<file path="config.mk">
export PLATFORM = sky130hd
export DESIGN_NAME = signed_adder
export DESIGN_NICKNAME = d
export VERILOG_FILES = /design/src/rtl/alu_pkg.sv /design/src/rtl/full_adder.sv /design/src/rtl/signed_adder.sv
export SDC_FILE = /design/constraint.sdc
export NUM_CORES = 1
export LEC_CHECK = 0
export ABC_CLOCK_PERIOD_IN_PS = 1600
export CORE_ASPECT_RATIO = 0.75
export CORE_MARGIN = 1.5
export CORE_UTILIZATION = 30
export DETAILED_ROUTE_END_ITERATION = 6
export GPL_TIMING_DRIVEN = 0
export PLACE_DENSITY = 0.69
export REMOVE_ABC_BUFFERS = 1
export SKIP_CTS_REPAIR_TIMING = 1
export SLEW_MARGIN = 20
export SYNTH_ARGS = -nofsm -noshare
export SYNTH_HDL_FRONTEND = slang
export SYNTH_SLANG_ARGS = --single-unit
</file>
<file path="constraint.sdc">
create_clock -name clk -period 1.6 [get_ports clk]
set_input_delay 0.4 -clock clk [delete_from_list [all_inputs] [get_ports clk]]
set_output_delay 0.4 -clock clk [all_outputs]
set_load 0.05 [all_outputs]
</file>
<file path="src/rtl/alu_pkg.sv">
// Shared ALU definitions: datapath width and word/sum types used by the
// add primitive and the surrounding ALU.
package alu_pkg;

    localparam int ALU_WIDTH = 8;

    typedef logic [ALU_WIDTH-1:0] alu_word_t;
    typedef logic [ALU_WIDTH:0]   alu_sum_t;

endpackage : alu_pkg

</file>
<file path="src/rtl/full_adder.sv">
// One-bit full adder cell; chained by signed_adder to form a ripple-carry core.
module full_adder (
    input  logic a,
    input  logic b,
    input  logic cin,
    output logic s,
    output logic cout
);

    logic half_s;

    // Sum and carry of a single bit position.
    always_comb begin
        half_s = a ^ b;
        s      = half_s ^ cin;
        cout   = (a & b) | (cin & half_s);
    end

endmodule : full_adder

</file>
<file path="src/rtl/signed_adder.sv">
// SIZE-bit ripple-carry adder with one registered output stage and a valid flag.
// Optional two's-complement overflow output: define SIGNED_ADDER_TC_OVF_EN.
module signed_adder
    import alu_pkg::*;
#(
    parameter int SIZE = ALU_WIDTH
) (
    input  logic            clk,
    input  logic            rst_n,
    input  logic            in_valid,
    input  logic [SIZE-1:0] a,
    input  logic [SIZE-1:0] b,
    output logic            out_valid,
    output logic            overflow,
    output logic [SIZE:0]   result
`ifdef SIGNED_ADDER_TC_OVF_EN
    ,
    output logic            tc_overflow
`endif
);

    logic [SIZE:0]   carry_s;
    logic [SIZE-1:0] sum_bits_s;
    logic [SIZE:0]   sum_s;

    logic [SIZE:0]   result_d;
    logic [SIZE:0]   result_q;
    logic            overflow_d;
    logic            overflow_q;
    logic            out_valid_d;
    logic            out_valid_q;

    assign carry_s[0] = 1'b0;

    genvar i;
    generate
        for (i = 0; i < SIZE; i++) begin : g_ripple
            full_adder u_fa (
                .a    (a[i]),
                .b    (b[i]),
                .cin  (carry_s[i]),
                .s    (sum_bits_s[i]),
                .cout (carry_s[i+1])
            );
        end
    endgenerate

    assign sum_s = {carry_s[SIZE], sum_bits_s};

    // Capture a new sum only when qualified; otherwise hold the last result.
    always_comb begin
        result_d    = result_q;
        overflow_d  = overflow_q;
        out_valid_d = 1'b0;
        if (in_valid) begin
            result_d    = sum_s;
            overflow_d  = carry_s[SIZE];
            out_valid_d = 1'b1;
        end else begin
            result_d    = result_q;
            overflow_d  = overflow_q;
            out_valid_d = 1'b0;
        end
    end

    // Output register stage.
    always_ff @(posedge clk or negedge rst_n) begin
        if (!rst_n) begin
            result_q    <= '0;
            overflow_q  <= 1'b0;
            out_valid_q <= 1'b0;
        end else begin
            result_q    <= result_d;
            overflow_q  <= overflow_d;
            out_valid_q <= out_valid_d;
        end
    end

    assign result    = result_q;
    assign overflow  = overflow_q;
    assign out_valid = out_valid_q;

`ifdef SIGNED_ADDER_TC_OVF_EN
    logic tc_overflow_d;
    logic tc_overflow_q;

    // Signed overflow: like-signed operands yielding a sum of the opposite sign.
    always_comb begin
        tc_overflow_d = tc_overflow_q;
        if (in_valid) begin
            tc_overflow_d = (a[SIZE-1] == b[SIZE-1]) && (sum_bits_s[SIZE-1] != a[SIZE-1]);
        end else begin
            tc_overflow_d = tc_overflow_q;
        end
    end

    // Registered alongside result so it shares the same latency.
    always_ff @(posedge clk or negedge rst_n) begin
        if (!rst_n) begin
            tc_overflow_q <= 1'b0;
        end else begin
            tc_overflow_q <= tc_overflow_d;
        end
    end

    assign tc_overflow = tc_overflow_q;
`endif

endmodule : signed_adder

</file>
Word level (Yosys, flattened, before mapping):

Cells that the tools add are included.

* flip-flop bits (word level): 11
* bits of input ports: 19
* output and inout port bits: 11
* logic and storage cells: 41

* mux-type cells: 1
* bitwise gates (word level): 37

Operator list (number)
* bitwise AND 1 bit: 15
* bitwise XOR 1 bit: 15
* OR 1 bit: 7
* two-way mux 1 bit: 1

Depth between registers and ports, before layout:

* depth after elaboration: 15
* depth in mapped cells: 10
* depth with buffers taken out: 10

Cells and area by module:

Synthesis repeated with hierarchy kept, for this count alone.

* cells, all modules: 30
* area, all modules: 568.0 µm²

Modules (own cells, without submodules)
* signed_adder: instances 1, cells an instance 22, area each 407.9 µm², seq. area each 250.2 µm²
* full_adder: instances 8, cells an instance 1, area each 20.0 µm², seq. area each 0.0 µm²

Worst setup path after synthesis:

No wires, ideal clock.

* path kind: input to register
* start: input port a[0]
* end: register result_q[7], in the netlist result[7]
* library setup time: 77 ps
* arrival time: 3423 ps
* required time: 1523 ps
* path slack: -1900 ps
* stages on the path: 10
* buffers on the path: 0
* cells stage by stage: ha_1 fa_1 fa_1 fa_1 fa_1 fa_1 fa_1 inv_1 fa_1 a21oi_1

* cells in the longest elaborated chain, start to end: 14

RTL lines
* start: declaration: line signed_adder.sv:11 `input logic [SIZE-1:0] a,`
* bitwise AND 1 bit (2 in a row): line full_adder.sv:16 `cout = (a & b) | (cin & half_s);`
* OR 1 bit: line full_adder.sv:16
* bitwise AND 1 bit: line full_adder.sv:16
* OR 1 bit: line full_adder.sv:16
* bitwise AND 1 bit: line full_adder.sv:16
* OR 1 bit: line full_adder.sv:16
* bitwise AND 1 bit: line full_adder.sv:16
* OR 1 bit: line full_adder.sv:16
* bitwise AND 1 bit: line full_adder.sv:16
* OR 1 bit: line full_adder.sv:16
* bitwise AND 1 bit: line full_adder.sv:16
* OR 1 bit: line full_adder.sv:16
* bitwise XOR 1 bit: line full_adder.sv:15 `s = half_s ^ cin;`
* end signal: assignment: line signed_adder.sv:73 `result_q <= result_d;`
* end: declaration: line signed_adder.sv:27 `logic [SIZE:0] result_q;`

No other way between the ends.
A chain may end at the register's enable or synchronous reset.

Worst setup path in the final report:

* start: input port b[0]
* end: register result_q[7], in the netlist result[7]

* cells in the longest elaborated chain, start to end: 14

RTL lines
* start: declaration: line signed_adder.sv:12 `input logic [SIZE-1:0] b,`
* bitwise AND 1 bit (2 in a row): line full_adder.sv:16
* OR 1 bit: line full_adder.sv:16
* bitwise AND 1 bit: line full_adder.sv:16
* OR 1 bit: line full_adder.sv:16
* bitwise AND 1 bit: line full_adder.sv:16
* OR 1 bit: line full_adder.sv:16
* bitwise AND 1 bit: line full_adder.sv:16
* OR 1 bit: line full_adder.sv:16
* bitwise AND 1 bit: line full_adder.sv:16
* OR 1 bit: line full_adder.sv:16
* bitwise AND 1 bit: line full_adder.sv:16
* OR 1 bit: line full_adder.sv:16
* bitwise XOR 1 bit: line full_adder.sv:15

No other way between the ends.

==> flow_summary.json <==
{
  "cts_num_sinks": 10,
  "dp_hpwl_microns": 850,
  "hp-class": "in2async",
  "drive_gt1_share_pct": 32.3,
  "multi_input_area_sq_um": 299,
  "tritoncts": "built",
  "slew_headroom_pct": 59.7,
  "ys_types": 10,
  "die_w_microns": 52.5,
  "final.setup_skew_ns": 0,
  "drv_slew": 0,
  "ys.warnings.count": 0,
  "ys_seq_elements": 10,
  "start_kind": "input port",
  "wl_per_cell_microns": 13.2,
  "cts-root-buf": "clkbuf_4",
  "nets": 93,
  "worstPathMaxFanout": 1,
  "via_per_inst": 4.31,
  "startpoint": "b[0]",
  "grt_overflow_total": 0,
  "netlist_area_sq_um": 552,
  "rr_endpoint": "result[2]",
  "postSynthCellCount": 34,
  "reg2reg_depth": 1,
  "die_h_microns": 40.1,
  "fin_crit_ns": 3.27,
  "core_area_sq_um": 1720,
  "place_inst": 83,
  "r2r_start": "result[2]",
  "ys_seq_area_share_pct": 45.4,
  "drtPass1Iterations": 2,
  "critPathKind": "in2reg",
  "power_density_nw_per_um2": 1070,
  "stdcell_count": 87,
  "violations": "setup timing",
  "grt_pass1_vias": 387,
  "drc": 0,
  "crit_path_end": "result[7]",
  "cap_violations": 0,
  "place_ws_ns": -2.49,
  "setup_violations": 6,
  "max_slew.worst_pin.slew_ns": 0.602,
  "fmax_mhz": 306,
  "grt_pass1_wl_microns": 1770,
  "setup_tns_ns": -6.64,
  "fin_ws_ns": -1.67,
  "clock_latency_ns": 0.26,
  "regArea_sq_um": 250,
  "fp-row-count": 13,
  "slowest_stage": "fa_1",
  "r2r_slack_ns": 0.83,
  "syn_area_per_cell_sq_um": 16.2,
  "leakage_nw": 0.499,
  "period_share_pct": 204,
  "antenna_left": 0,
  "cts_buffers": 3,
  "critical_path.max_stage_delay_ns": 0.41,
  "area_growth_pct": 72.1,
  "clock_path_buffers": 2,
  "port-buffer-count": 29,
  "gp_congestion": 0.571,
  "grt_usage_pct": 12.7,
  "start_util_pct": 32.0,
  "dr_total_vias": 375,
  "crit_chain": "buf_6, ha_4, fa_2, fa_2, fa_2, fa_2, fa_2, fa_2, inv_2, fa_1, a21oi_1",
  "first_iter_violations": 2,
  "crit_arrival_ns": 3.46,
  "ios": 30,
  "vdd_drop_max_v": 0.000621,
  "status": "finished, violations left",
  "cp.required_ns": 1.79,
  "rsz0062_at_grt": "yes",
  "final_hold_viol_count": 0,
  "wl_microns": 1150,
  "dieArea_sq_um": 2110,
  "htreeDepth": 1,
  "fillers": 157,
  "grt_max_degree": 13,
  "antenna_found_initial": 0,
  "endpoint_kind": "flop",
  "diodes": 0,
  "clk_pin_slew_worst_paths_ns": 0.07,
  "crit_top_cell": "fa_2"
}
-- metal layers --
metal	track usage [%]	vias up	wire, microns
li1	-	171	-
met1	14.0	184	450
met2	21.3	20	572
met3	7.46	0	124
met4	3.85	0	0
met5	0	-	0
-- metrics by stage --
step / utilization (%) / hold slack [ns] / area (sq um) / power [mW]
floorplan: - / 0.104 / 533 / 0.607
global placement: 49.3 / 0.492 / 851 / 0.786
detailed placement: 49.3 / 0.497 / 851 / 0.791
CTS: 51.5 / 0.456 / 887 / 1.03
global route: 55.1 / 0.462 / 950 / 1.08
finish: 55.1 / 0.441 / 950 / 1.02
-- critical path: cells and delay by family --
| kind | cells | cell delay, ns |
|---|---|---|
| AOI/OAI and AO/OA | 1 | 0.13 |
| buffers and inverters | 2 | 0.16 |
| adders and majority gates | 8 | 2.76 |
-- Yosys cell counts --
master	n	area, sq um
nor2_1	2	7.51
dfrtp_1	10	250
mux2_2	1	11.3
fa_1	7	140
ha_1	1	12.5
mux2_4	6	90.1
buf_6	1	11.3
buf_4	1	7.51
a21oi_1	2	10.0
inv_1	3	11.3
-- area by class of cell --
type                    instances  share of cell area (%)
repair buffers                 29                    34.3
multi-input cells              19                    31.5
flip-flops and latches         10                    26.4
clock buffers                   4                    3.82
well taps                      22                    2.90
inverters                       3                    1.19
-- power breakdown --
group	internal (mW)	switching, mW
Combinational	0.197	0.265
Clock	0.138	0.0944
Sequential	0.301	0.0243
-- registers in the layout, summed over array words and instances, names as in the netlist --
signal,count
out_valid,1
result,8
overflow,1
-- layout by cell type, fill, tap and decap left out, drive strengths merged --
master and count:
ha 1, fa 7, clkbuf 4, buf 2, a21oi 2, nor2 2
mux2 7, dlymetal6s2s 13, inv 3, dfrtp 10, clkdlybuf4s50 14
-- cells by family (layout without fill, tap and decap cells) --
family	count (synthesis)	after routing	share of synthesized area, %
AO/OA/AOI/OAI	2	2	1.81
adder cells (fa/ha/maj)	8	8	27.7
buffers and inverters	5	36	5.44
flip-flops	10	10	45.4
multiplexers	7	7	18.4
AND/OR/NAND/NOR	2	2	1.36
-- how the worst min path moves through the flow --
stage	startpoint	end	slack (ns)
after global placement	result[1]	result[1]	0.49
after floorplan	rst_n	out_valid	0.10
final	rst_n	result[3]	0.44
after detailed placement	result[1]	result[1]	0.50
after global routing	a[0]	result[0]	0.46
after CTS	rst_n	result[1]	0.46
Power figures use the tool's default switching activity.
